### src/rtl/if_stage_dual.sv
// Dual-wide instruction fetch stage with a small circular fetch queue.
// Fetches aligned two-word blocks and issues up to two in-order instructions.
module if_stage_dual #(
  parameter int          QDEPTH   = 4,
  parameter logic [15:0] RESET_PC = 16'h0000,
  parameter logic [15:0] NOP      = 16'h0000
) (
  input  logic                        clk,
  input  logic                        rst,
  output logic [15:0]                 imem_addr,
  input  logic [15:0]                 imem_rdata_1,
  input  logic [15:0]                 imem_rdata_2,
  input  logic                        stall,
  input  logic                        redirect_valid,
  input  logic [15:0]                 redirect_pc,
  output logic [15:0]                 instr_1,
  output logic [15:0]                 instr_2,
  output logic [15:0]                 pc_out_1,
  output logic [15:0]                 pc_out_2,
  output logic                        valid_1,
  output logic                        valid_2,
  output logic [$clog2(QDEPTH):0]     q_count
);

  localparam int PW = $clog2(QDEPTH);
  localparam int CW = PW + 1;
  localparam logic [PW-1:0] P_ONE = PW'(1);
  localparam logic [CW-1:0] C_ONE = CW'(1);
  localparam logic [CW-1:0] C_TWO = CW'(2);
  localparam logic [CW-1:0] FETCH_MAX = CW'(QDEPTH - 2);

  logic [15:0]   fetch_pc_q, fetch_pc_d;
  logic [PW-1:0] head_q, head_d;
  logic [PW-1:0] tail_q, tail_d;
  logic [CW-1:0] count_q, count_d;
  logic [15:0]   ent_instr_q [QDEPTH];
  logic [15:0]   ent_instr_d [QDEPTH];
  logic [15:0]   ent_pc_q [QDEPTH];
  logic [15:0]   ent_pc_d [QDEPTH];
  logic [15:0]   instr_1_q, instr_1_d;
  logic [15:0]   instr_2_q, instr_2_d;
  logic [15:0]   pc_out_1_q, pc_out_1_d;
  logic [15:0]   pc_out_2_q, pc_out_2_d;
  logic          valid_1_q, valid_1_d;
  logic          valid_2_q, valid_2_d;

  logic          fetch_en;
  logic [CW-1:0] push_n;
  logic [CW-1:0] pop_n;
  logic [PW-1:0] head_nx;
  logic [PW-1:0] tail_nx;

  assign imem_addr = {fetch_pc_q[15:1], 1'b0};
  assign instr_1   = instr_1_q;
  assign instr_2   = instr_2_q;
  assign pc_out_1  = pc_out_1_q;
  assign pc_out_2  = pc_out_2_q;
  assign valid_1   = valid_1_q;
  assign valid_2   = valid_2_q;
  assign q_count   = count_q;

  assign head_nx = head_q + P_ONE;
  assign tail_nx = tail_q + P_ONE;

  // Next-state: redirect flush, else pop to output slots and push fetched words.
  always_comb begin
    fetch_pc_d  = fetch_pc_q;
    head_d      = head_q;
    tail_d      = tail_q;
    count_d     = count_q;
    ent_instr_d = ent_instr_q;
    ent_pc_d    = ent_pc_q;
    instr_1_d   = instr_1_q;
    instr_2_d   = instr_2_q;
    pc_out_1_d  = pc_out_1_q;
    pc_out_2_d  = pc_out_2_q;
    valid_1_d   = valid_1_q;
    valid_2_d   = valid_2_q;
    push_n      = '0;
    pop_n       = '0;
    fetch_en    = !redirect_valid && (count_q <= FETCH_MAX);

    if (redirect_valid) begin
      count_d    = '0;
      head_d     = '0;
      tail_d     = '0;
      fetch_pc_d = redirect_pc;
      instr_1_d  = NOP;
      instr_2_d  = NOP;
      valid_1_d  = 1'b0;
      valid_2_d  = 1'b0;
      pc_out_1_d = redirect_pc;
      pc_out_2_d = redirect_pc + 16'd1;
    end else begin
      if (!stall) begin
        if (count_q >= C_TWO) begin
          instr_1_d  = ent_instr_q[head_q];
          pc_out_1_d = ent_pc_q[head_q];
          instr_2_d  = ent_instr_q[head_nx];
          pc_out_2_d = ent_pc_q[head_nx];
          valid_1_d  = 1'b1;
          valid_2_d  = 1'b1;
          head_d     = head_q + PW'(2);
          pop_n      = C_TWO;
        end else if (count_q == C_ONE) begin
          instr_1_d  = ent_instr_q[head_q];
          pc_out_1_d = ent_pc_q[head_q];
          instr_2_d  = NOP;
          pc_out_2_d = ent_pc_q[head_q] + 16'd1;
          valid_1_d  = 1'b1;
          valid_2_d  = 1'b0;
          head_d     = head_nx;
          pop_n      = C_ONE;
        end else begin
          instr_1_d  = NOP;
          instr_2_d  = NOP;
          valid_1_d  = 1'b0;
          valid_2_d  = 1'b0;
        end
      end
      if (fetch_en) begin
        if (!fetch_pc_q[0]) begin
          ent_instr_d[tail_q]  = imem_rdata_1;
          ent_pc_d[tail_q]     = fetch_pc_q;
          ent_instr_d[tail_nx] = imem_rdata_2;
          ent_pc_d[tail_nx]    = fetch_pc_q + 16'd1;
          tail_d               = tail_q + PW'(2);
          fetch_pc_d           = fetch_pc_q + 16'd2;
          push_n               = C_TWO;
        end else begin
          ent_instr_d[tail_q] = imem_rdata_2;
          ent_pc_d[tail_q]    = fetch_pc_q;
          tail_d              = tail_nx;
          fetch_pc_d          = fetch_pc_q + 16'd1;
          push_n              = C_ONE;
        end
      end
      count_d = count_q + push_n - pop_n;
    end
  end

  // State registers; reset discards queued and issued state immediately.
  always_ff @(posedge clk or posedge rst) begin
    if (rst) begin
      fetch_pc_q <= RESET_PC;
      head_q     <= '0;
      tail_q     <= '0;
      count_q    <= '0;
      for (int i = 0; i < QDEPTH; i++) begin
        ent_instr_q[i] <= NOP;
        ent_pc_q[i]    <= '0;
      end
      instr_1_q  <= NOP;
      instr_2_q  <= NOP;
      pc_out_1_q <= RESET_PC;
      pc_out_2_q <= RESET_PC + 16'd1;
      valid_1_q  <= 1'b0;
      valid_2_q  <= 1'b0;
    end else begin
      fetch_pc_q  <= fetch_pc_d;
      head_q      <= head_d;
      tail_q      <= tail_d;
      count_q     <= count_d;
      ent_instr_q <= ent_instr_d;
      ent_pc_q    <= ent_pc_d;
      instr_1_q   <= instr_1_d;
      instr_2_q   <= instr_2_d;
      pc_out_1_q  <= pc_out_1_d;
      pc_out_2_q  <= pc_out_2_d;
      valid_1_q   <= valid_1_d;
      valid_2_q   <= valid_2_d;
    end
  end

endmodule
### config.mk
export PLATFORM = sky130hd
export DESIGN_NAME = if_stage_dual
export DESIGN_NICKNAME = d
export VERILOG_FILES = /design/src/rtl/if_stage_dual.sv
export SDC_FILE = /design/constraint.sdc
export NUM_CORES = 1
export LEC_CHECK = 0
export CAP_MARGIN = 20
export CORE_MARGIN = 1.5
export CORE_UTILIZATION = 25
export CTS_BUF_LIST = sky130_fd_sc_hd__clkbuf_4
export DETAILED_ROUTE_END_ITERATION = 10
export PLACE_DENSITY_LB_ADDON = 0.25
export SYNTH_ARGS = -nofsm -noshare
export SYNTH_HDL_FRONTEND = slang
export SYNTH_SLANG_ARGS = --single-unit
### constraint.sdc
create_clock -name clk -period 9.2 [get_ports clk]
set_input_delay 1.38 -clock clk [delete_from_list [all_inputs] [get_ports clk]]
set_output_delay 1.38 -clock clk [all_outputs]
set_load 0.01 [all_outputs]
# Yosys cells after proc, flatten, opt, wreduce, memory -nomap -nowiden
# Cells that the tools add are included.
dict set report totals {
  output_inout_bits 85
  in_bits 52
  reg_bits 217
}
dict set report classes {
  magnitude_cmp 8
  n_mux 63
  bitwise 5
  addsub 10
  reduce_logical 8
  n_eq_ne 2
}
# op count
set op_table {}
lappend op_table {{$mux 16} 28}
lappend op_table {{$bwmux 64} 5}
lappend op_table {{$bmux 16 s2} 4}
lappend op_table {{$mux 64} 2}
lappend op_table {{$demux 16 s2} 2}
lappend op_table {{$add 16x1->16 const B} 3}
lappend op_table {{$mux 2} 11}
lappend op_table {{$add 16x2->16 const B} 1}
lappend op_table {{$ge 3x3->1 const B} 4}
lappend op_table {{$not 2->3} 4}
lappend op_table {{$mux 3} 3}
lappend op_table {{$mux 1} 8}
lappend op_table {{$lt 3x1->1 const B} 2}
lappend op_table {{$add 2x1->2 const B} 2}
lappend op_table {{$add 2x2->2 const B} 2}
lappend op_table {{$reduce_and 2->1} 2}
lappend op_table {{$add 3x3->3} 1}
lappend op_table {{$eq 3x1->1 const B} 1}
lappend op_table {{$ge 3x2->1 const B} 1}
lappend op_table {{$le 3x2->1 const B} 1}
lappend op_table {{$logic_and 1x1->1} 3}
lappend op_table {{$reduce_bool 3->1} 1}
lappend op_table {{$sub 3x3->3} 1}
lappend op_table {{$ne 2x1->1 const B} 1}
lappend op_table {{3 further kinds} 3}

# Longest topological paths before layout
# Gate-level depths: netlist of the first run.
dict set report depth {
  depth_word 9
  mapped_depth 11
  ltp_nobuf 10
}

# Worst setup path after synthesis of the first run
# Ideal clock, no wire load.
dict set report synth_timing {
  kind {input port to flip-flop}
  start {in redirect_valid}
  end {reg count_q[2] (netlist: q_count[2])}
  arrival_time_ns 3.072
  t_required_ns 9.068
  setup_ns 0.132
  path_buffers 1
  path_slack_ns 5.996
  cell_stages 9
  path_cell_list {clkbuf_1 inv_2 nand2_1 nor2_1 fa_1 inv_1 fa_1 xnor2_1 nor2_1}
}
dict set report synth_between {
  elab_chain_len 7
}
# element line_no
set synth_rtl {}
lappend synth_rtl {{start, declared} 14} ;# input logic redirect_valid,
lappend synth_rtl {{$logic_not 1->1} 81} ;# fetch_en = !redirect_valid && (count_q <= FETCH_MAX);
lappend synth_rtl {{$logic_and 1x1->1} 81}
lappend synth_rtl {{$mux 2} 121} ;# if (fetch_en) begin
lappend synth_rtl {{$mux 3} 83} ;# if (redirect_valid) begin
lappend synth_rtl {{$add 3x3->3} 138} ;# count_d = count_q + push_n - pop_n;
lappend synth_rtl {{$sub 3x3->3} 138}
lappend synth_rtl {{$mux 3 (*)} 83}
lappend synth_rtl {{net count_d[2]} 35} ;# logic [CW-1:0] count_q, count_d;
lappend synth_rtl {{end signal, assigned} 163} ;# count_q <= count_d;
lappend synth_rtl {{end, declared} 35}
# The timed path passes the listed nets; every way through them passes the cells marked *. The select of a mux whose other input is x is not followed.
# A chain may end at the register's enable or synchronous reset.

# Final worst setup path of the first run
dict set report layout_timing {
  start {reg fetch_pc_q[6]}
  end {out imem_addr[6]}
}
# element line_no
set layout_lines {}
lappend layout_lines {{start, declared} 32} ;# logic [15:0] fetch_pc_q, fetch_pc_d;
lappend layout_lines {{start signal, assigned} 160} ;# fetch_pc_q <= fetch_pc_d;
lappend layout_lines {{end, declared} 10} ;# output logic [15:0] imem_addr,
# No word-level cell between the ends.

==> results.txt, run 1 <==
status: complete, no violations
Yosys warnings: 0
Slew Viols, Final: 0
largest family of logic cells by synthesized area: compound AO/OA/AOI/OAI gates
synthesized flop and latch total: 217
Req. time, crit path: 7820 ps
CP max FO: 11
number of buffers added on ports: 135
Synth Area in Compound Gates: 18.9%
initial drt markers: 864
Area growth, synth to finish: 20.2%
EDFF count, synth: 0
post-synth cell types: 61
Final Hold Viols: 0
Leak: 0.00603 uW
worst-margin pin slew: 1130 ps
sequential share of power: 35.5%
DP Wirelength: 28,400 um
Fmax: 0.278 GHz
CTS hold repair buffers: 0
register area: 0.00544 mm^2
Post-CTS Resized: 0
Residual DRC: 0
Synth Area in XOR/XNOR: 4.66%
clock tree buffer depth: 3
Cell Rows: 82
synthesized cell area: 0.0128 mm^2
Setup Skew: 91.2 ps
R2R setup slack: 5900 ps
IO Pins: 137
grt total ovfl: 0
most frequent cells in the layout: dfrtp_1, nand2_1, clkdlybuf4s50_1
r2r startpoint: head_q[0]
CP Launch Type: flop
RSZ-0062 raised after global routing: false
Max IR drop VDD: 0.000114 V
crit path buf inv count: 1
CP startpoint: fetch_pc_q[6]
critical path class: reg -> out
total track usage: 15.9%
proportion of power drawn by combinational gates: 44.9%
crit path DAT: 2220 ps
Slew HR: 24.5%
adder-cell share of the synthesized area: 1.49%
sequential area share after synthesis: 42.5%
die outline area: 0.0524 mm^2
Post-Route Setup TNS: 0 ps
layout cells sized above 1: 15.2%
Initial Util: 25.4%
vias per cell: 5.09
multiplexer share of the synthesized area: 14.6%
fin nets: 1,454
final worst-path cycle share: 39.1%
slowest stage delay, CP: 780 ps
endpoint type of the worst setup path: output pin
vias: 10,742
prevailing post-synth register cell: dfrtp_1
syn avg cell area: 9.72 um^2
Worst Hold Class: reg -> reg
clk root buf: clkbuf_4
post-CTS setup buffer count: 0
htree depth: 2
CTS Sinks: 217
CTS tree: yes
Routed WL: 42,300 um
top cell family by delay on the critical path: flip-flops
Synth Area in Simple Gates: 12.1%
vias in the first global route: 10,429
final hold slack: 492 ps
Crit-path slowest cell: dfrtp_1
worst skew pair latency: 770 ps
syn nets: 1,379
CTS Buf Count: 61
total chip power: 4610 uW
Hold Path Origin: instr_2[9]
Chip Height: 229 um
Max Cap Violations: 0
crit path cell chain: clkdlybuf4s50_1
pwr dens: 300 mW/mm^2
Mapped Cells: 1,313
Finish-stage setup viols: 0
sw frac: 41.7%
most common cell after layout, fill and taps aside: dfrtp_1
Detailed Routing Iterations Pass 1: 7
Core Area: 0.0503 mm^2
Routed Antenna Nets: 0
internal power component: 2690 uW
antenna violations before repair: 2
die span in x: 229 um
GP Congestion: 0.845
clk slew on worst S/H paths: 70 ps
Fillers: 5,305
area of the multi-input gates: 0.00665 mm^2
Async SR Flop Fraction: 100%
sw power: 1920 uW
post-route minimum period: 3600 ps
Clock power frac: 19.5%
first-pass GRT wire length: 65,500 um
average wire per standard cell: 20.0 um
largest net degree at the start of global routing: 135
==> power by group through the flow <==
stage                     Sequential [uW]  Combinational, uW  Clock (uW)
after floorplan                      1530               1440           0
after global placement               1640               2040           0
after detailed placement             1650               2060           0
after CTS                            1640               2060         935
after global routing                 1690               2260         983
final                                1640               2070         900
==> cells in the mapped netlist, drive strengths merged, types with 2 or more instances <==
library cell	number	area, um^2
o22a	5	43.8
o211ai	4	30.0
o21ai	118	591
a22o	19	166
a22oi	65	488
xor2	27	236
nand3	21	110
a32o	16	160
a32oi	4	35.0
a221oi	5	56.3
buf	46	277
nor2	131	492
dfrtp	216	5410
o31ai	2	15.0
inv	21	78.8
and4	2	17.5
a21o	3	22.5
mux4	58	1360
a31oi	77	482
clkbuf	100	375
ha	12	150
nor2b	8	50.1
nand2	173	649
mux2i	18	180
a21oi	38	190
xnor2	41	359
mux2	29	330
fa	2	40.0
a211oi	6	45.0
and3	4	25.0
nand4	7	43.8
nor3	16	90.1
nor4	2	27.5
==> kinds of logic after synthesis <==
group / Yosys count
and+or+nand+nor: 369
adders and majority gates: 14
buffers and inverters: 167
other: 1
DFF: 217
AOI/OAI and AO/OA: 372
xor gates and xnor gates: 68
muxes: 105
==> cell type report <==
type	count	area share [%]
multi-input combinational	929	43.3
sequential	217	35.5
antenna	1	0.0163
tap	672	5.48
clock inverter	17	0.416
timing repair buffer	158	10.1
clock buffer	95	4.65
inverter	21	0.562
==> through the flow <==
step | instance area (um^2) | worst slack, ps | instances | util [%]
2_1_floorplan | 12800 | 1890 | 1313 | -
3_3_place_gp | 14500 | 5050 | 1995 | 28.9
3_5_place_dp | 14500 | 5000 | 1995 | 28.9
4_1_cts | 15300 | 5590 | 2107 | 30.4
5_1_grt | 15400 | 5560 | 2110 | 30.5
6_report | 15400 | 5600 | 2110 | 30.5
==> registers in the layout, summed over array words and instances (netlist names), 2 cells and up <==
register,count
instr_1,16
instr_2,16
head_q,2
fetch_pc_q,16
ent_pc_q,64
pc_out_2,16
pc_out_1,16
q_count,3
ent_instr_q,64
tail_q,2
==> worst register-to-register path, delay by kind of cell (launching register included) <==
| family | cells | cell delay (ps) |
|---|---|---|
| adder cells (fa/ha/maj) | 1 | 360 |
| flip-flops | 1 | 730 |
| AO/OA/AOI/OAI | 3 | 540 |
| XOR/XNOR | 1 | 170 |
| multiplexers | 1 | 770 |
| buffers and inverters | 1 | 650 |
==> final timing paths <==
path	endpoint	depth (start not counted)
worst max-delay path	imem_addr[6]	1
worst min-delay path	instr_2[9]	1
worst max register to register	pc_out_2[2]	7
worst min register to register	instr_2[9]	1
max in group asynchronous	ent_instr_q[33]	4
min in group asynchronous	fetch_pc_q[13]	2
==> metal layers <==
metal  routed length (um)  global-route usage (%)
met2                18700                    24.0
met3                 2520                    2.93
met1                19900                    22.8
met4                 1150                    5.57
met5                   12                       0
Note: power is estimated with default switching activity, not from simulation.
==> run 2: changes to the inputs <==
==> constraint.sdc (replaced) <==
create_clock -name clk -period 3 [get_ports clk]
set_input_delay 0.45 -clock clk [delete_from_list [all_inputs] [get_ports clk]]
set_output_delay 0.45 -clock clk [all_outputs]
set_load 0.01 [all_outputs]
==> results.txt, run 2 (synthesis results as in run 1) <==
Leak: 0.00616 uW (was 0.00603 uW)
Final Hold Viols: 0 (unchanged)
Fmax: 0.385 GHz
largest net degree at the start of global routing: 129 (was 135)
most common cell after layout, fill and taps aside: dfrtp_1 (unchanged)
total chip power: 14,100 uW (was 4610 uW)
total track usage: 16.0% (was 15.9%)
Core Area: 0.0503 mm^2 (unchanged)
post-CTS setup buffer count: 0 (unchanged)
Setup Skew: 52.4 ps (was 91.2 ps)
Slew Viols, Final: 0 (unchanged)
fin area: 0.0156 mm^2 (was 0.0154 mm^2)
IO Pins: 137 (unchanged)
CTS Sinks: 217 (unchanged)
most frequent cells in the layout: dfrtp_1, nand2_1, clkdlybuf4s50_1 (unchanged)
Detailed Routing Iterations Pass 1: 6 (was 7)
antenna violations before repair: 1 (was 2)
endpoint type of the worst setup path: flop (was output pin)
Initial Util: 25.4% (unchanged)
pwr dens: 906 mW/mm^2 (was 300 mW/mm^2)
post-route minimum period: 2600 ps
top flop regs: ent_instr_q: 64 flops, ent_pc_q: 64 flops (unchanged)
Post-CTS Resized: 0 (unchanged)
Finish-stage setup viols: 0 (unchanged)
proportion of power drawn by combinational gates: 45.7% (was 44.9%)
Worst Hold Class: in -> async (was reg -> reg)
average wire per standard cell: 19.7 um (was 20.0 um)
CP max FO: 17 (was 11)
final hold slack: 87.6 ps (was 492 ps)
CP Launch Type: flop (unchanged)
CTS hold repair buffers: 0 (unchanged)
grt total ovfl: 0 (unchanged)
Fillers: 5,259 (was 5,305)
clk root buf: clkbuf_4 (unchanged)
die span in x: 229 um (unchanged)
Routed Antenna Nets: 0 (unchanged)
crit path DAT: 3190 ps (was 2220 ps)
fin nets: 1,485 (was 1,454)
CTS Buf Count: 60 (was 61)
Routed WL: 42,200 um (was 42,300 um)
internal power component: 8240 uW (was 2690 uW)
sequential share of power: 35.5% (about the same)
Post-Route Setup TNS: 0 ps (unchanged)
initial drt markers: 997 (was 864)
Max IR drop VDD: 0.000269 V (was 0.000114 V)
Clock power frac: 18.8% (was 19.5%)
Area growth, synth to finish: 22.0% (was 20.2%)
RSZ-0062 raised after global routing: false (unchanged)
htree depth: 2 (unchanged)
Slew HR: 30.6% (was 24.5%)
sw power: 5870 uW (was 1920 uW)
status: complete, no violations (unchanged)
vias in the first global route: 10,314 (was 10,429)
placed instance area: 0.0148 mm^2 (was 0.0145 mm^2)
Max Cap Violations: 0 (unchanged)
vias per cell: 4.99 (was 5.09)
worst-margin pin slew: 1040 ps (was 1130 ps)
final worst-path cycle share: 86.6%
clock tree buffer depth: 3 (unchanged)
DP Wirelength: 29,900 um (was 28,400 um)
Chip Height: 229 um (unchanged)
number of buffers added on ports: 135 (unchanged)
die outline area: 0.0524 mm^2 (unchanged)
Cell Rows: 82 (unchanged)
clk slew on worst S/H paths: 70 ps (about the same)
layout cells sized above 1: 16.6% (was 15.2%)
sw frac: 41.6% (was 41.7%)
worst skew pair latency: 760 ps (was 770 ps)
Req. time, crit path: 3590 ps (was 7820 ps)
CTS tree: yes (unchanged)
vias: 10,673 (was 10,742)
critical path class: reg -> reg (was reg -> out)
first-pass GRT wire length: 65,600 um (was 65,500 um)
GP Congestion: 0.832 (was 0.845)
Residual DRC: 0 (unchanged)
-- run 2: cell count changes in the layout (fill, tap and decap cells not counted), sizes merged --
cell / delta
clkbuf: -10
clkinvlp: +2
buf: +32
inv: -1
clkinv: +5
-- run 2: layer usage --
layer,GRT usage (%),up-vias,part of all wire (%)
met5,0,-,0
li1,-,5001,-
met3,2.05,54,4.4
met1,24.3,5348,50
met2,23.7,270,44
met4,4.07,0,1.8
-- run 2: area by class of cell --
type,instances,area (um^2),share of cell area (%)
Multi-Input combinational cell,929,6650,42.7
Inverter,21,82.6,0.530
Sequential cell,217,5440,34.9
Timing Repair Buffer,190,1820,11.7
Tap cell,672,841,5.40
Clock inverter,23,105,0.675
Clock buffer,85,638,4.10
Antenna cell,1,2.50,0.0161
-- run 2: power by group through the flow --
stage | logic (uW) | clock network, uW | registers [uW]
6_report | 6450 | 2650 | 5010
5_1_grt | 7060 | 2890 | 5160
4_1_cts | 6470 | 2760 | 5000
3_5_place_dp | 6450 | 0 | 5050
3_3_place_gp | 6410 | 0 | 5000
2_1_floorplan | 4410 | 0 | 4680
-- run 2: final timing paths --
kind	startpoint	endpoint	slack, ps	cells after the start
setup / recovery	q_count[1]	ent_pc_q[52]	400	6
hold / removal	rst	fetch_pc_q[14]	90	2
setup reg to reg	q_count[1]	ent_pc_q[52]	400	6
hold reg to reg	ent_pc_q[4]	ent_pc_q[4]	490	2
max in group asynchronous	rst	instr_1[5]	1950	3
min in group clk	redirect_valid	ent_pc_q[17]	250	4
-- run 2: through the flow --
stage / instances / setup slack (ps) / utilization (%)
detailed placement: 2028 / 337 / 29.4
global placement: 2028 / 299 / 29.4
finish: 2138 / 401 / 31.0
global route: 2138 / 163 / 31.0
floorplan: 1313 / -275 / -
CTS: 2136 / 382 / 30.9
-- run 2: worst max-delay path, cell delays in order, from the launching register on --
cell	delay [ps]
dfrtp_1	450
a21o_1	220
nor2_1	780
o21ai_2	550
buf_4	330
nand2_1	60
o21ai_0	70
==> run 3: changes to the inputs <==
==> constraint.sdc (replaced) <==
create_clock -name clk -period 2.7 [get_ports clk]
set_input_delay 0.405 -clock clk [delete_from_list [all_inputs] [get_ports clk]]
set_output_delay 0.405 -clock clk [all_outputs]
set_load 0.01 [all_outputs]
==> results.txt, run 3 (synthesis results as in run 1) <==
Slew Viols, Final: 0 (unchanged)
IO Pins: 137 (unchanged)
GP Congestion: 0.826 (was 0.832)
total chip power: 15,800 uW (was 14,100 uW)
fin nets: 1,500 (was 1,485)
layout cells sized above 1: 17.3% (was 16.6%)
Routed WL: 42,400 um (was 42,200 um)
Core Area: 0.0503 mm^2 (unchanged)
clock tree buffer depth: 3 (unchanged)
Routed Antenna Nets: 0 (unchanged)
slowest stage delay, CP: 700 ps (was 780 ps)
htree depth: 2 (unchanged)
total track usage: 16.0% (about the same)
die outline area: 0.0524 mm^2 (unchanged)
status: complete, no violations (unchanged)
antenna violations before repair: 1 (unchanged)
most used routing layer: met1 (unchanged)
vias in the first global route: 10,468 (was 10,314)
die span in x: 229 um (unchanged)
Fillers: 5,228 (was 5,259)
RSZ-0062 raised after global routing: false (unchanged)
Max IR drop VDD: 0.000398 V (was 0.000269 V)
number of buffers added on ports: 135 (unchanged)
crit path DAT: 2050 ps (was 3190 ps)
Non-Filler Instances: 2,148 (was 2,138)
initial drt markers: 1,026 (was 997)
top cell family by delay on the critical path: flip-flops (was compound AO/OA/AOI/OAI gates)
Post-Route Setup TNS: 0 ps (unchanged)
Req. time, crit path: 2300 ps (was 3590 ps)
endpoint type of the worst setup path: output pin (was flop)
Setup Skew: 84.7 ps (was 52.4 ps)
Fmax: 0.408 GHz
placed instance area: 0.0149 mm^2 (was 0.0148 mm^2)
post-CTS setup buffer count: 0 (unchanged)
final hold slack: 229 ps (was 87.6 ps)
Leak: 0.00622 uW (was 0.00616 uW)
GRT met1 Usage: 24.1% (was 24.3%)
placed instance count: 2,043 (was 2,028)
met2 Use GR: 23.4% (was 23.7%)
CP max FO: 12 (was 17)
vias per cell: 5.02 (was 4.99)
worst-margin pin slew: 1010 ps (was 1040 ps)
Finish-stage setup viols: 0 (unchanged)
worst skew pair latency: 770 ps (was 760 ps)
most common cell after layout, fill and taps aside: dfrtp_1 (unchanged)
register area: 0.00544 mm^2 (unchanged)
largest net degree at the start of global routing: 130 (was 129)
crit path cell chain: clkdlybuf4s50_1 (was a21o_1, nor2_1, o21ai_2, buf_4, nand2_1, o21ai_0)
clk root buf: clkbuf_4 (unchanged)
clk slew on worst S/H paths: 60 ps (was 70 ps)
CP Launch Type: flop (unchanged)
Cell Rows: 82 (unchanged)
Crit-path slowest cell: dfrtp_1 (was nor2_1)
Chip Height: 229 um (unchanged)
most frequent cells in the layout: dfrtp_1, nand2_1, clkdlybuf4s50_1 (unchanged)
Slew HR: 32.6% (was 30.6%)
critical path class: reg -> out (was reg -> reg)
crit path buf inv count: 1 (unchanged)
area of the multi-input gates: 0.00665 mm^2 (about the same)
DP Wirelength: 30,300 um (was 29,900 um)
Max Cap Violations: 0 (unchanged)
pwr dens: 1010 mW/mm^2 (was 906 mW/mm^2)
Final Hold Viols: 0 (unchanged)
Residual DRC: 0 (unchanged)
average wire per standard cell: 19.7 um (about the same)
Post-CTS Resized: 0 (unchanged)
Detailed Routing Iterations Pass 1: 6 (unchanged)
post-route minimum period: 2450 ps
vias: 10,779 (was 10,673)
CTS Sinks: 217 (unchanged)
first-pass GRT wire length: 65,900 um (was 65,600 um)
final worst-path cycle share: 90.8%
fin area: 0.0157 mm^2 (was 0.0156 mm^2)
CTS Buf Count: 60 (unchanged)
Area growth, synth to finish: 22.7% (was 22.0%)
GR Layer Usage met3: 2.66% (was 2.05%)
top flop regs: ent_instr_q: 64 flops, ent_pc_q: 64 flops (unchanged)
Worst Hold Class: in -> reg (was in -> async)
CTS tree: yes (unchanged)
grt total ovfl: 0 (unchanged)
Initial Util: 25.4% (unchanged)
run 3: changes by cell type in the layout (fill, tap and decap cells not counted), sizes merged:
| cell | change |
|---|---|
| buf | +14 |
| clkbuf | -1 |
| clkinv | -3 |
| clkinvlp | -1 |
| dlygate4sd3 | +1 |
run 3: cell type report:
| class | count | area share [%] |
|---|---|---|
| multi-input cells | 929 | 42.4 |
| flip-flops and latches | 217 | 34.7 |
| repair buffers | 205 | 12.4 |
| well taps | 672 | 5.36 |
| clock buffers | 84 | 4.02 |
| clock inverters | 19 | 0.567 |
| inverters | 21 | 0.527 |
| diodes | 1 | 0.0160 |
run 3: per-layer routing:
metal | vias to the layer above | wire length [um]
met5 | - | 0
met4 | 0 | 748
met3 | 51 | 2400
met2 | 337 | 18600
met1 | 5352 | 20600
li1 | 5039 | -
run 3: repair_timing:
| item | 4_1_cts | 5_1_grt |
|---|---|---|
| hold buffers | 1 | 0 |
| setup endpoints to repair | 0 | 0 |
| endpoints found under the hold margin | 2 | 0 |
run 3: power breakdown:
| group | switching, uW | internal, uW | total, uW |
|---|---|---|---|
| Sequential | 1040 | 4450 | 5490 |
| Clock | 1470 | 1440 | 2900 |
| Combinational | 4010 | 3360 | 7370 |
run 3: worst paths after layout:
check	from	endpoint	slack (ps)	cells after the start
max	fetch_pc_q[2]	imem_addr[2]	250	1
min in group asynchronous	rst	pc_out_1[10]	450	3
max in group asynchronous	rst	ent_pc_q[45]	1160	5
max reg2reg	head_q[0]	pc_out_2[12]	300	7
min	redirect_valid	ent_pc_q[49]	230	4
min reg2reg	valid_1	valid_1	490	1
run 3: stage by stage:
step                setup slack, ps  utilization, %
floorplan                      -530               -
CTS                             187            31.2
global placement                104            29.7
detailed placement              170            29.7
finish                          248            31.2
global route                    150            31.2
==> edit 1: new RTL, settings of run 2 <==
Reset style: synchronous (`rst`), changed in one clocked block.
--- a/src/rtl/if_stage_dual.sv
+++ b/src/rtl/if_stage_dual.sv
@@ -142,3 +142,3 @@
   // State registers; reset discards queued and issued state immediately.
-  always_ff @(posedge clk or posedge rst) begin
+  always_ff @(posedge clk) begin
     if (rst) begin
Formal check against the unedited RTL: differs if rst is asserted again (counterexample within 4 cycles, from zero or initial values and one cycle with rst high); with rst held inactive, the same outputs for 4 cycles.
==> edit 1 against run 2 <==
Critical path depth is 5 lower; area after synthesis is 3.9% lower; worst setup slack better by 0.059 ns; final area is 3.2% lower; sequential cell count stayed put; sequential share of layout area is 6.1 points lower; routed wire length is 6.4% higher; clock skew is 0.00063 ns lower.
Power is not compared: it rests on default switching activity, and its combinational part moved more than twofold at a synthesized area within 25%.
==> edit 1: results (changes against run 2) <==
| Metric | Value |
|---|---|
| Hold EP | `fetch_pc_q[4]` |
| Post-synthesis compound-gate area fraction | `23.18% (+4.3 points)` |
| Reg2reg end | `pc_out_2[11]` |
| # fillers | `5134 (-2.4%)` |
| Status | `completed` |
| Syn nets | `1507 (+9.3%)` |
| RR Startpoint | `head_q[0]` |
| Slowest cell on the critical path | `dfxtp_1` |
| Crit path to | `imem_addr[2]` |
| First-pass GRT wire length | `67.69 mm (+3.2%)` |
| Htree depth | `3 (+1)` |
| 1st-iter DRT viols | `995 (-0.20%)` |
| Sequential fraction of the synthesis area | `35.39% (-7.1 points)` |
| Placed Area | `0.01426 sq mm (-3.7%)` |
| DRT Pass-1 Iters | `4 (-2)` |
| Worst Hold Class | `input port to flip-flop` |
| RD Place Congestion | `0.7999 (-3.8%)` |
| Final Skew | `0.05174 ns (-0.0006270 ns)` |
| Vias per inst | `5.256 (+5.3%)` |
| Final-stage net count | `1616 (+8.8%)` |
| Worst hold slack | `0.2781 ns (+0.1905 ns)` |
| GRT Util Overall | `17.56% (+1.6 points)` |
| CP Launch Point | `fetch_pc_q[2]` |
| Vias in the first global route | `10661 (+3.4%)` |
| Post-Synth XOR/XNOR Area | `3.853% (-0.81 points)` |
| Largest net degree at the start of global routing | `145 (+12%)` |
| DR WL/cell | `20.25 microns (+2.7%)` |
| FF-to-FF path depth | `7 (+1)` |
| Dpl cells | `2103 (+3.7%)` |
| Top post-synthesis cells by count | `dfxtp_1, nor2_1, nand2_1` |
| Pre-CTS setup slack | `0.2031 ns (-0.1336 ns)` |
| Syn Inst Count | `1441 (+9.7%)` |
| Initial antenna violation count | `4 (+3)` |
| Worst slew pin tran | `1.004 ns (-0.03310 ns)` |
| Async set-or-reset flop fraction in the synthesized netlist | `0% (-100 points)` |
| Mux cell area share after synthesis | `12.38% (-2.3 points)` |
| Dpl hpwl | `30.76 mm (+2.7%)` |
| CTS root buf | `clkbuf_4` |
| Crit path max-delay family | `flip-flops` |
| Reg2reg setup slack | `0.49 ns (+0.09 ns)` |
| Crit path largest cell delay | `0.69 ns (-0.09 ns)` |
| Ranking of synthesized cells by area | `dfxtp_1, mux4_2, nor2_1, nand2_1, a22oi_1` |
| Crit path max fanout | `10 (-7)` |
| Data arrival, critical path | `2.09 ns (-1.10 ns)` |
| Netlist cell types | `65 (+6.6%)` |
| Synth Area in Adders | `1.549% (+0.060 points)` |
| Via count | `11643 (+9.1%)` |
| Final worst path period need | `2.540 ns (-0.05935 ns)` |
[edit 1: cell count changes after synthesis, moves of 27 or more]
cell      change
a311oi_1     +29
dfxtp_1     +217
a211oi_1     +40
dfrtp_1     -216
o21ai_0      -51
a21oi_1      +46
nand2_1      -27
nor2_1       +75
o211ai_1     +30
a31oi_1      -64
[edit 1: logic make-up (layout without fill, tap and decap cells)]
logic type                 count (synthesis)  after routing
AOI/OAI and AO/OA                        417            417
xor gates and xnor gates                  54             54
adders and majority gates                 14             14
buffers and inverters                    179            328
DFF                                      217            217
muxes                                     77             77
other                                      1              4
and+or+nand+nor                          482            482
[edit 1: metal layers]
metal  up-vias  part of all wire (%)  track usage, %
met5         -                 0.053               0
met4         4                   2.1           5.889
met3        71                   6.2           3.854
met2       369                    44           26.03
met1      5669                    48           25.03
li1       5530                     -               -
[edit 1: through the flow]
stage	utilization, %	power, W
2_1_floorplan	-	0.005437
3_3_place_gp	29.31	0.006620
3_5_place_dp	29.31	0.006643
4_1_cts	30.98	0.009684
5_1_grt	31.00	0.01014
6_report	31.00	0.009574
[edit 1: where the power goes]
| part | internal (W) | leakage (nW) | total [W] | switching [W] |
|---|---|---|---|---|
| clock | 0.00160 | 0.492 | 0.00298 | 0.00138 |
| sequential | 0.00319 | 1.78 | 0.00348 | 0.000288 |
| combinational | 0.00125 | 2.70 | 0.00311 | 0.00187 |
| total | 0.00604 | 4.97 | 0.00957 | 0.00354 |
[edit 1: final cells by class]
class | instances | share of cell area [%]
Multi-Input combinational cell | 1045 | 47.54
Inverter | 23 | 0.5725
Timing Repair Buffer | 196 | 12.40
Tap cell | 622 | 5.161
Clock inverter | 8 | 0.3817
Antenna cell | 3 | 0.04978
Sequential cell | 217 | 28.87
Clock buffer | 101 | 5.028
==> edit 2: new RTL, settings of run 2 <==
Made on the original files. The parameter `QDEPTH` goes from 4 to 16.
--- a/src/rtl/if_stage_dual.sv
+++ b/src/rtl/if_stage_dual.sv
@@ -3,3 +3,3 @@
 module if_stage_dual #(
-  parameter int          QDEPTH   = 4,
+  parameter int          QDEPTH   = 16,
   parameter logic [15:0] RESET_PC = 16'h0000,
Ports: changed (resized q_count); port bits go from 137 to 139. No check against the original RTL was run, so the function may have changed too.
==> edit 2 against run 2 <==
Area after synthesis grew to 2.8 times the old value; routed wire length grew to 3.6 times the old value; critical path depth is 2 higher; largest cell class unchanged; sequential cell count up 390; count of clock-buffer cells in the layout up 171; power rose to 2.6 times the old value; die area increased to 2.8 times the old value; combinational power rose by 130%; worst hold slack better by 0.057 ns; final area increased to 2.8 times the old value; first-iteration DRC count grew to 3.1 times the old value; worst setup slack got worse by 0.32 ns; critical endpoint is now pc_out_2[3].
==> edit 2: results (changes against run 2) <==
| Metric | Value |
|---|---|
| Total wire length | `151.3 mm (+260%)` |
| Ranking of synthesized cells by area | `dfrtp_1, mux4_2, a22oi_1, nand2_1, nor2_1` |
| Metal2 WL | `71.19 mm (+280%)` |
| Rel. slew slack | `42.32% (+12 points)` |
| Final-stage net count | `3761 (+150%)` |
| Reg2reg setup slack | `0.08 ns (-0.32 ns)` |
| VDD IR-drop max | `0.5126 mV (+91%)` |
| DRT Pass-1 Iters | `6 (unchanged)` |
| Crit path max fanout | `16 (-1)` |
| Dpl hpwl | `98.16 mm (+230%)` |
| Reg2reg end | `pc_out_2[3]` |
| GRT Util Overall | `20.51% (+4.5 points)` |
| Pleak | `17.17 nW (+180%)` |
| RR Startpoint | `head_q[0]` |
| Sequential fraction of the synthesis area | `42.17% (-0.37 points)` |
| Top Registers | `ent_instr_q (256), ent_pc_q (256)` |
| Vias per inst | `5.359 (+7.4%)` |
| Vias in the first global route | `30260 (+190%)` |
| Top routing layer used | `met5` |
| M1 WL | `63.31 mm (+200%)` |
| First-pass GRT wire length | `219.4 mm (+230%)` |
| Hold EP | `pc_out_2[5]` |
| Data arrival, critical path | `3.97 ns (+0.78 ns)` |
| Syn nets | `3515 (+150%)` |
| DR WL met3 | `12.19 mm (+560%)` |
| Htree depth | `4 (+2)` |
| Final Skew | `0.1010 ns (+0.04858 ns)` |
| Maxcap violations | `0 (unchanged)` |
| Clock Latency Late Sink | `1.27 ns (+0.51 ns)` |
| Status | `completed` |
| Port Buf Inserts | `137 (+1.5%)` |
| Share of post-route cells with drive strength above 1 | `25.93% (+9.3 points)` |
| Largest net degree at the start of global routing | `72 (-44%)` |
| 1st-iter DRT viols | `3044 (+210%)` |
| FF-to-FF path depth | `8 (+2)` |
| Hold Path Origin | `redirect_pc[5]` |
| Clk buf depth | `3 (unchanged)` |
| Initial antenna violation count | `8 (+7)` |
| RD Place Congestion | `0.8764 (+5.4%)` |
| TritonCTS buffer count | `183 (+200%)` |
| Yosys warns | `0 (unchanged)` |
| Async set-or-reset flop fraction in the synthesized netlist | `100.0% (unchanged)` |
| Worst Hold Class | `input port to flip-flop` |
| Top post-synthesis cells by count | `dfrtp_1, nand2_1, nor2_1` |
| Netlist cell types | `73 (+20%)` |
[edit 2: cell count changes in the layout (fill, tap and decap cells not counted), sizes merged, moves of 43 or more]
cell,change
a21oi,+216
a22oi,+187
a31oi,-59
buf,+220
clkbuf,+171
dfrtp,+390
mux2,+64
mux2i,+43
mux4,+223
nand2,+258
nor2,+252
o21ai,+126
[edit 2: area by class of cell]
cell class,instances,area (sq um)
Clock buffer,256,1922
Tap cell,1903,2381
Multi-Input combinational cell,2431,19400
Clock inverter,60,301.5
Timing Repair Buffer,430,4342
Antenna cell,8,20.02
Sequential cell,607,15200
Fill cell,14934,99620
Inverter,30,116.4
[edit 2: timing repair]
item                                   4_1_cts  5_1_grt
endpoints found under the hold margin      206        0
gates resized for setup                     20        5
hold buffers                                17        0
gates cloned                                 1        0
setup buffers                                1        4
pin swaps                                    0        1
setup endpoints to repair                    8       44
[edit 2: power by group]
part / leakage (nW) / total (W) / internal, W / switching, W
clock: 1.31 / 0.00812 / 0.00401 / 0.00411
sequential: 7.92 / 0.0131 / 0.0109 / 0.00225
combinational: 7.95 / 0.0149 / 0.00699 / 0.00796
total: 17.2 / 0.0362 / 0.0219 / 0.0143
[edit 2: routing by layer]
metal,track usage (%),vias up
met3,4.913,286
met1,27.11,15828
met4,7.297,4
met5,0,-
met2,32.56,1353
li1,-,13211
[edit 2: cells by family after synthesis]
group	share of synthesized area, %
adder cells (fa/ha/maj)	0.9448
other	0.01041
flip-flops	42.17
buffers and inverters	4.998
XOR/XNOR	3.401
AO/OA/AOI/OAI	15.82
multiplexers	22.30
AND/OR/NAND/NOR	10.35
[edit 2: critical path, stage by stage, from the launching register on]
cell	delay, ns
dfrtp_4	0.58
buf_4	0.18
ha_4	0.34
buf_12	0.18
mux4_2	0.51
mux4_2	0.50
nor2_1	0.12
a211oi_1	0.06
o31a_1	0.29
[edit 2: worst max path at each step]
stage                   start              to  slack [ns]  cells after the start
global route        head_q[0]     pc_out_2[4]     -0.0007                      9
detailed placement  head_q[0]    pc_out_2[14]       -0.03                     10
global placement    head_q[0]    pc_out_2[14]        0.02                     10
finish              head_q[0]     pc_out_2[3]        0.08                      8
CTS                 head_q[0]     pc_out_2[4]       0.006                      9
floorplan                 rst  ent_instr_q[0]       -5.73                      1
[edit 2: through the flow]
stage	TNS, ns	setup WS (ns)	std cells	hold slack [ns]	instance area [sq um]
6_report	0	0.08014	5725	0.1449	43690
5_1_grt	-0.0007381	-0.0007381	5721	0.1142	43680
4_1_cts	0	0.006092	5713	0.03586	43610
3_5_place_dp	-0.03823	-0.02564	5378	0.4834	41100
3_3_place_gp	0	0.01873	5378	0.4751	41100
2_1_floorplan	-3475.97	-5.730	3437	0.4549	36060
